==> src/rtl/mem_stage_lsu.sv <==
// ============================================================================
// mem_stage_lsu : MEM-stage load/store unit with req/ack bus, alignment
//                 checks, bus timeout and registered writeback outputs.
// Revision      : 1.0
// ============================================================================
`default_nettype none

module mem_stage_lsu #(
  parameter int DATA_W  = 32,
  parameter int ADDR_W  = 32,
  parameter int TIMEOUT = 15
) (
  input  logic                clk,
  input  logic                rst,
  input  logic                in_valid,
  input  logic                in_memop,
  input  logic                in_memwr,
  input  logic [1:0]          in_size,
  input  logic                in_unsigned,
  input  logic [ADDR_W-1:0]   in_addr,
  input  logic [DATA_W-1:0]   in_alu,
  input  logic [DATA_W-1:0]   in_stdata,
  input  logic [4:0]          in_rd,
  input  logic                in_regwrite,
  output logic                stall_out,
  output logic                bus_req,
  output logic                bus_we,
  output logic [ADDR_W-1:0]   bus_addr,
  output logic [DATA_W/8-1:0] bus_be,
  output logic [DATA_W-1:0]   bus_wdata,
  input  logic [DATA_W-1:0]   bus_rdata,
  input  logic                bus_ack,
  output logic                out_valid,
  output logic [DATA_W-1:0]   out_data,
  output logic [4:0]          out_rd,
  output logic                out_regwrite,
  output logic                exc_misalign,
  output logic                exc_buserr,
  output logic [ADDR_W-1:0]   exc_addr
);

  localparam int BE_W   = DATA_W / 8;
  localparam int LANE_W = $clog2(BE_W);

  typedef enum logic [0:0] {IDLE = 1'b0, BUS = 1'b1} state_t;

  state_t              state_q;
  logic [7:0]          cnt_q;
  logic [ADDR_W-1:0]   addr_q;
  logic [ADDR_W-1:0]   bus_addr_q;
  logic [BE_W-1:0]     bus_be_q;
  logic [DATA_W-1:0]   bus_wdata_q;
  logic                bus_we_q;
  logic [1:0]          size_q;
  logic                uns_q;
  logic [LANE_W-1:0]   lane_q;
  logic                rw_q;
  logic                out_valid_q;
  logic [DATA_W-1:0]   out_data_q;
  logic [4:0]          out_rd_q;
  logic                out_regwrite_q;
  logic                exc_misalign_q;
  logic                exc_buserr_q;
  logic [ADDR_W-1:0]   exc_addr_q;

  logic [7:0]          be_base_d;
  logic [2:0]          align_mask_d;
  logic                misalign_d;
  logic [BE_W-1:0]     be_d;
  logic [DATA_W-1:0]   wdata_d;
  logic [DATA_W-1:0]   rshift_d;
  logic [DATA_W-1:0]   fill_d;
  logic                sign_d;
  logic [DATA_W-1:0]   load_d;

  // Request side: byte enables, alignment and store-lane replication.
  always_comb begin
    be_base_d    = 8'h00;
    align_mask_d = 3'b000;
    case (in_size)
      2'd0:    begin be_base_d = 8'h01; align_mask_d = 3'b000; end
      2'd1:    begin be_base_d = 8'h03; align_mask_d = 3'b001; end
      2'd2:    begin be_base_d = 8'h0F; align_mask_d = 3'b011; end
      default: begin be_base_d = 8'hFF; align_mask_d = 3'b111; end
    endcase
    misalign_d = (|(in_addr[2:0] & align_mask_d)) || ((in_size == 2'd3) && (DATA_W == 32));
    be_d       = BE_W'(be_base_d) << in_addr[LANE_W-1:0];
    wdata_d    = '0;
    for (int i = 0; i < BE_W; i++) begin
      wdata_d[8*i +: 8] = in_stdata[8*(i & ((1 << in_size) - 1)) +: 8];
    end
  end

  // Response side: right-justify the addressed lanes, then sign/zero fill.
  always_comb begin
    rshift_d = bus_rdata >> {lane_q, 3'b000};
    sign_d   = 1'b0;
    fill_d   = '0;
    case (size_q)
      2'd0:    begin sign_d = rshift_d[7];        fill_d = {DATA_W{1'b1}} << 8;  end
      2'd1:    begin sign_d = rshift_d[15];       fill_d = {DATA_W{1'b1}} << 16; end
      2'd2:    begin sign_d = rshift_d[31];       fill_d = {DATA_W{1'b1}} << 32; end
      default: begin sign_d = rshift_d[DATA_W-1]; fill_d = '0;                   end
    endcase
    load_d = (sign_d && !uns_q) ? (rshift_d | fill_d) : (rshift_d & ~fill_d);
  end

  always_ff @(posedge clk) begin
    if (rst) begin
      state_q        <= IDLE;
      cnt_q          <= '0;
      addr_q         <= '0;
      bus_addr_q     <= '0;
      bus_be_q       <= '0;
      bus_wdata_q    <= '0;
      bus_we_q       <= 1'b0;
      size_q         <= '0;
      uns_q          <= 1'b0;
      lane_q         <= '0;
      rw_q           <= 1'b0;
      out_valid_q    <= 1'b0;
      out_data_q     <= '0;
      out_rd_q       <= '0;
      out_regwrite_q <= 1'b0;
      exc_misalign_q <= 1'b0;
      exc_buserr_q   <= 1'b0;
      exc_addr_q     <= '0;
    end else begin
      out_valid_q    <= 1'b0;
      exc_misalign_q <= 1'b0;
      exc_buserr_q   <= 1'b0;
      if (state_q == IDLE) begin
        if (in_valid) begin
          out_rd_q <= in_rd;
          if (!in_memop) begin
            out_valid_q    <= 1'b1;
            out_data_q     <= in_alu;
            out_regwrite_q <= in_regwrite;
          end else if (misalign_d) begin
            out_valid_q    <= 1'b1;
            out_data_q     <= '0;
            out_regwrite_q <= 1'b0;
            exc_misalign_q <= 1'b1;
            exc_addr_q     <= in_addr;
          end else begin
            state_q     <= BUS;
            cnt_q       <= '0;
            addr_q      <= in_addr;
            bus_addr_q  <= {in_addr[ADDR_W-1:LANE_W], {LANE_W{1'b0}}};
            bus_be_q    <= be_d;
            bus_wdata_q <= wdata_d;
            bus_we_q    <= in_memwr;
            size_q      <= in_size;
            uns_q       <= in_unsigned;
            lane_q      <= in_addr[LANE_W-1:0];
            rw_q        <= in_regwrite;
          end
        end
      end else begin
        // Ack is checked first so it wins over a simultaneous timeout.
        if (bus_ack) begin
          state_q        <= IDLE;
          out_valid_q    <= 1'b1;
          out_data_q     <= bus_we_q ? '0 : load_d;
          out_regwrite_q <= bus_we_q ? 1'b0 : rw_q;
        end else if (cnt_q == 8'(TIMEOUT - 1)) begin
          state_q        <= IDLE;
          out_valid_q    <= 1'b1;
          out_data_q     <= '0;
          out_regwrite_q <= 1'b0;
          exc_buserr_q   <= 1'b1;
          exc_addr_q     <= addr_q;
        end else begin
          cnt_q <= cnt_q + 8'd1;
        end
      end
    end
  end

  assign stall_out    = (state_q == BUS);
  assign bus_req      = (state_q == BUS);
  assign bus_we       = bus_we_q;
  assign bus_addr     = bus_addr_q;
  assign bus_be       = bus_be_q;
  assign bus_wdata    = bus_wdata_q;
  assign out_valid    = out_valid_q;
  assign out_data     = out_data_q;
  assign out_rd       = out_rd_q;
  assign out_regwrite = out_regwrite_q;
  assign exc_misalign = exc_misalign_q;
  assign exc_buserr   = exc_buserr_q;
  assign exc_addr     = exc_addr_q;

endmodule

`default_nettype wire

==> config.mk <==
export PLATFORM = sky130hd
export DESIGN_NAME = mem_stage_lsu
export DESIGN_NICKNAME = d
export VERILOG_FILES = /design/src/rtl/mem_stage_lsu.sv
export SDC_FILE = /design/constraint.sdc
export NUM_CORES = 1
export LEC_CHECK = 0
export ABC_AREA = 1
export CAP_MARGIN = 30
export CELL_PAD_IN_SITES_DETAIL_PLACEMENT = 1
export CELL_PAD_IN_SITES_GLOBAL_PLACEMENT = 2
export CORE_MARGIN = 2
export CORE_UTILIZATION = 21
export DETAILED_ROUTE_END_ITERATION = 10
export MAX_ROUTING_LAYER = met4
export PLACE_DENSITY = 0.73
export SLEW_MARGIN = 20
export SYNTH_ARGS = -nofsm -noshare
export SYNTH_HDL_FRONTEND = slang
export SYNTH_SLANG_ARGS = --single-unit
export TNS_END_PERCENT = 10
==> constraint.sdc <==
create_clock -name clk -period 2.1 [get_ports clk]
set_input_delay 0.42 -clock clk [delete_from_list [all_inputs] [get_ports clk]]
set_output_delay 0.42 -clock clk [all_outputs]
set_load 0.005 [all_outputs]
==> impl_metrics.toml <==
[worst_setup_path]
cpPeakStageDelay_ns = 0.55
r2r_setup_slack_ns = 0.34
worstPathArrival_ns = 1.50
path_buf_inv = 1
required_ns = 1.68
cp_cell_sequence = "clkdlybuf4s50_1"
r2r_cells = 9
critPathTopFamily = "buffers and inverters"
timing.rr.end = "out_data[26]$_SDFFE_PP0P_"
critPathLaunchType = "register"
crit_type = "register to output pin"
end_kind = "output pin"
critPathMaxFanout = 16
r2r_start = "size_q[1]$_SDFFE_PP0P_"
slowest_stage = "clkdlybuf4s50_1"

[yosys]
synth.largest_area_cell = "dfxtp_1"
yosys.cell_count.top_type = "nand2_1"
syn_inst = 1229
syn_avg_cell_area_um2 = 6.60
synth_commonest_cells = "nand2_1 (350), nor2_1 (189), dfxtp_1 (155)"
async_flop_share_pct = 0
ys_types = 34
synth_edf_count = 0
synth.area.top_cells = "dfxtp_1 (38%), nand2_1 (16%), nor2_1 (8.8%), a21oi_1 (7.5%), nand3_1 (5.1%)"
seq_area_frac_synth_pct = 38.3
synthFlopType = "dfxtp_1"
synth-seq-cells = 155
ys_warn_count = 0
synthesis.area_mm2 = 0.00811
synth_top_cell_area_share_pct = 38.3

[floorplanning]
die_area_mm2 = 0.0402
die_w_um = 200
rows = 71
die_height_um = 200
initial_core_util_pct = 21.4
placeableCoreArea_mm2 = 0.0378
io_pins = 287

[run_status]
status = "finished, final reports clean"

[placed_design]
gp_congestion = 0.816
place_area_mm2 = 0.0116
dp_hpwl_um = 25400
pre_cts_slack_ns = -0.170
portBuffers = 284

[clock_tree]
clkTransAtPathRegs_ns = 0.08
clk_latency_ns = 0.45
htree_levels = 4
clockRootBuffer = "clkbuf_16"
cts_tree = "built"
cts_buffers = 17
ctsResizeCount = 0
cts_max_path_buffers = 2
numClockSinks = 155
cts.repair_timing.setup_buffer_count = 0
hold_buffers = 0

[worst_hold_path]
hold_path.startpoint = "rw_q$_SDFFE_PP0P_"
hp-class = "register to register"
min_to = "rw_q$_SDFFE_PP0P_"
holdPathStages = 2

[sta]
drv_slew = 0
fin_crit_ns = 1.92
max_freq_ghz = 0.520
hold_viol = 0
fin_tns_setup_ns = 0
layout_setup_ws_ns = 0.178
setup_viol = 0
finClkSkew_ns = 0.0122
period_share_pct = 91.5
rsz0062_at_grt = "false"

[finish]
syn_to_final_growth_pct = 50.8
fill_cells = 4745
nNetsFinal = 1631
post-route-util_pct = 32.3
drive_gt1_share_pct = 8.68
fin_area_mm2 = 0.0122

[grt]
grt_pass1_wl_um = 53100
overflow = 0
antenna_found_initial = 1
grt_pass1_vias = 9138
grt_util_all_layers_pct = 17.4
grt_use_met2_pct = 28.4
grt_max_degree = 68
use_met3_pct = 4.92
grt_use_met1_pct = 21.5
grt_busiest_layer = "met2"

[power]
clkPwrFrac_pct = 39.0
pwr-share-seq_pct = 39.6
p_switching_mw = 2.52
max-vdd-ir-drop_uv = 545
powerDensity_mw_per_mm2 = 664
intPower_mw = 5.60
p_sw_share_pct = 31.0
pwr-share-comb_pct = 21.4
total_power_mw = 8.12
p_leak_nw = 4.92

[drt]
ant_nets = 0
via_count = 8777
wirelength_um = 34000
firstDrtPassIters = 4
drc = 0
routed_via_density = 4.37
wl_per_cell_um = 16.9
drt_iter0_markers = 335

[job]
cap_violations = 0
power by group through the flow:
stage	clock [mW]	sequential, mW	combinational (mW)
after global placement	0	3.28	1.75
after global routing	3.42	3.23	1.92
final	3.17	3.21	1.74
after detailed placement	0	3.28	1.76
after CTS	3.31	3.21	1.77
after floorplan	0	3.27	0.771
stage by stage:
stage | hold slack [ns] | std cells
after detailed placement | 0.446 | 1977
after global routing | 0.477 | 2010
after global placement | 0.436 | 1977
after floorplan | 0.424 | 1230
final | 0.454 | 2010
after CTS | 0.459 | 2009
cells in the final DEF (no fill, tap or decap), types with 2 or more instances in the layout:
| cell | count |
|---|---|
| a21oi_1 | 121 |
| buf_12 | 16 |
| buf_4 | 48 |
| clkbuf_16 | 17 |
| clkdlybuf4s50_1 | 283 |
| clkinv_4 | 4 |
| clkinv_8 | 5 |
| conb_1 | 2 |
| dfxtp_1 | 154 |
| ha_1 | 3 |
| inv_1 | 64 |
| inv_2 | 8 |
| inv_6 | 3 |
| inv_8 | 3 |
| mux2i_1 | 31 |
| nand2_1 | 350 |
| nand2_2 | 5 |
| nand3_1 | 81 |
| nand4_1 | 4 |
| nor2_1 | 189 |
| nor2_2 | 2 |
| o211ai_1 | 8 |
| o21a_1 | 8 |
| o21ai_0 | 56 |
| o21ai_1 | 8 |
| or2_2 | 10 |
worst max-delay path by stage:
stage	end	start	slack (ns)	depth (start not counted)
finish	stall_out	bus_req$_SDFF_PP0_	0.18	1
global route	stall_out	bus_req$_SDFF_PP0_	0.11	1
CTS	stall_out	bus_req$_SDFF_PP0_	0.12	1
detailed placement	bus_wdata[27]$_SDFFE_PP0P_	in_size[1]	-0.17	8
global placement	bus_wdata[25]$_SDFFE_PP0P_	in_size[1]	-0.14	8
floorplan	bus_wdata[22]$_SDFFE_PP0P_	in_size[1]	0.02	11
flip-flops by register name, summed over array words and instances, names as in the netlist:
name,count
exc_misalign,1
uns_q,1
size_q,2
bus_be,4
bus_we,1
bus_wdata,32
exc_buserr,1
addr_q,32
out_rd,5
out_data,32
bus_req,1
exc_addr,32
cnt_q,8
rw_q,1
out_regwrite,1
out_valid,1
cell type report:
cell class              instances  area (um^2)  share of cell area (%)
multi-input cells             889         4080                    33.3
inverters                      74          279                    2.28
flip-flops and latches        155         3110                    25.4
clock inverters                15          176                    1.44
clock buffers                  17          425                    3.48
well taps                     511          639                    5.23
repair buffers                348         3520                    28.8
diodes                          1         2.50                  0.0205
layer usage:
| metal | vias to the layer above | routed length (um) |
|---|---|---|
| li1 | 4395 | - |
| met1 | 4142 | 15800 |
| met2 | 213 | 15800 |
| met3 | 27 | 1990 |
| met4 | 0 | 410 |
| met5 | - | 0 |
cell families after synthesis:
family	after synthesis	share of synthesized area, %
xor+xnor	1	0.108
other cells	1	0.0463
compound gates	204	13.3
simple gates	648	32.3
buf+inv	186	11.7
mux	31	3.83
fa+ha+maj	3	0.463
flops	155	38.3
Power figures use the tool's default switching activity.
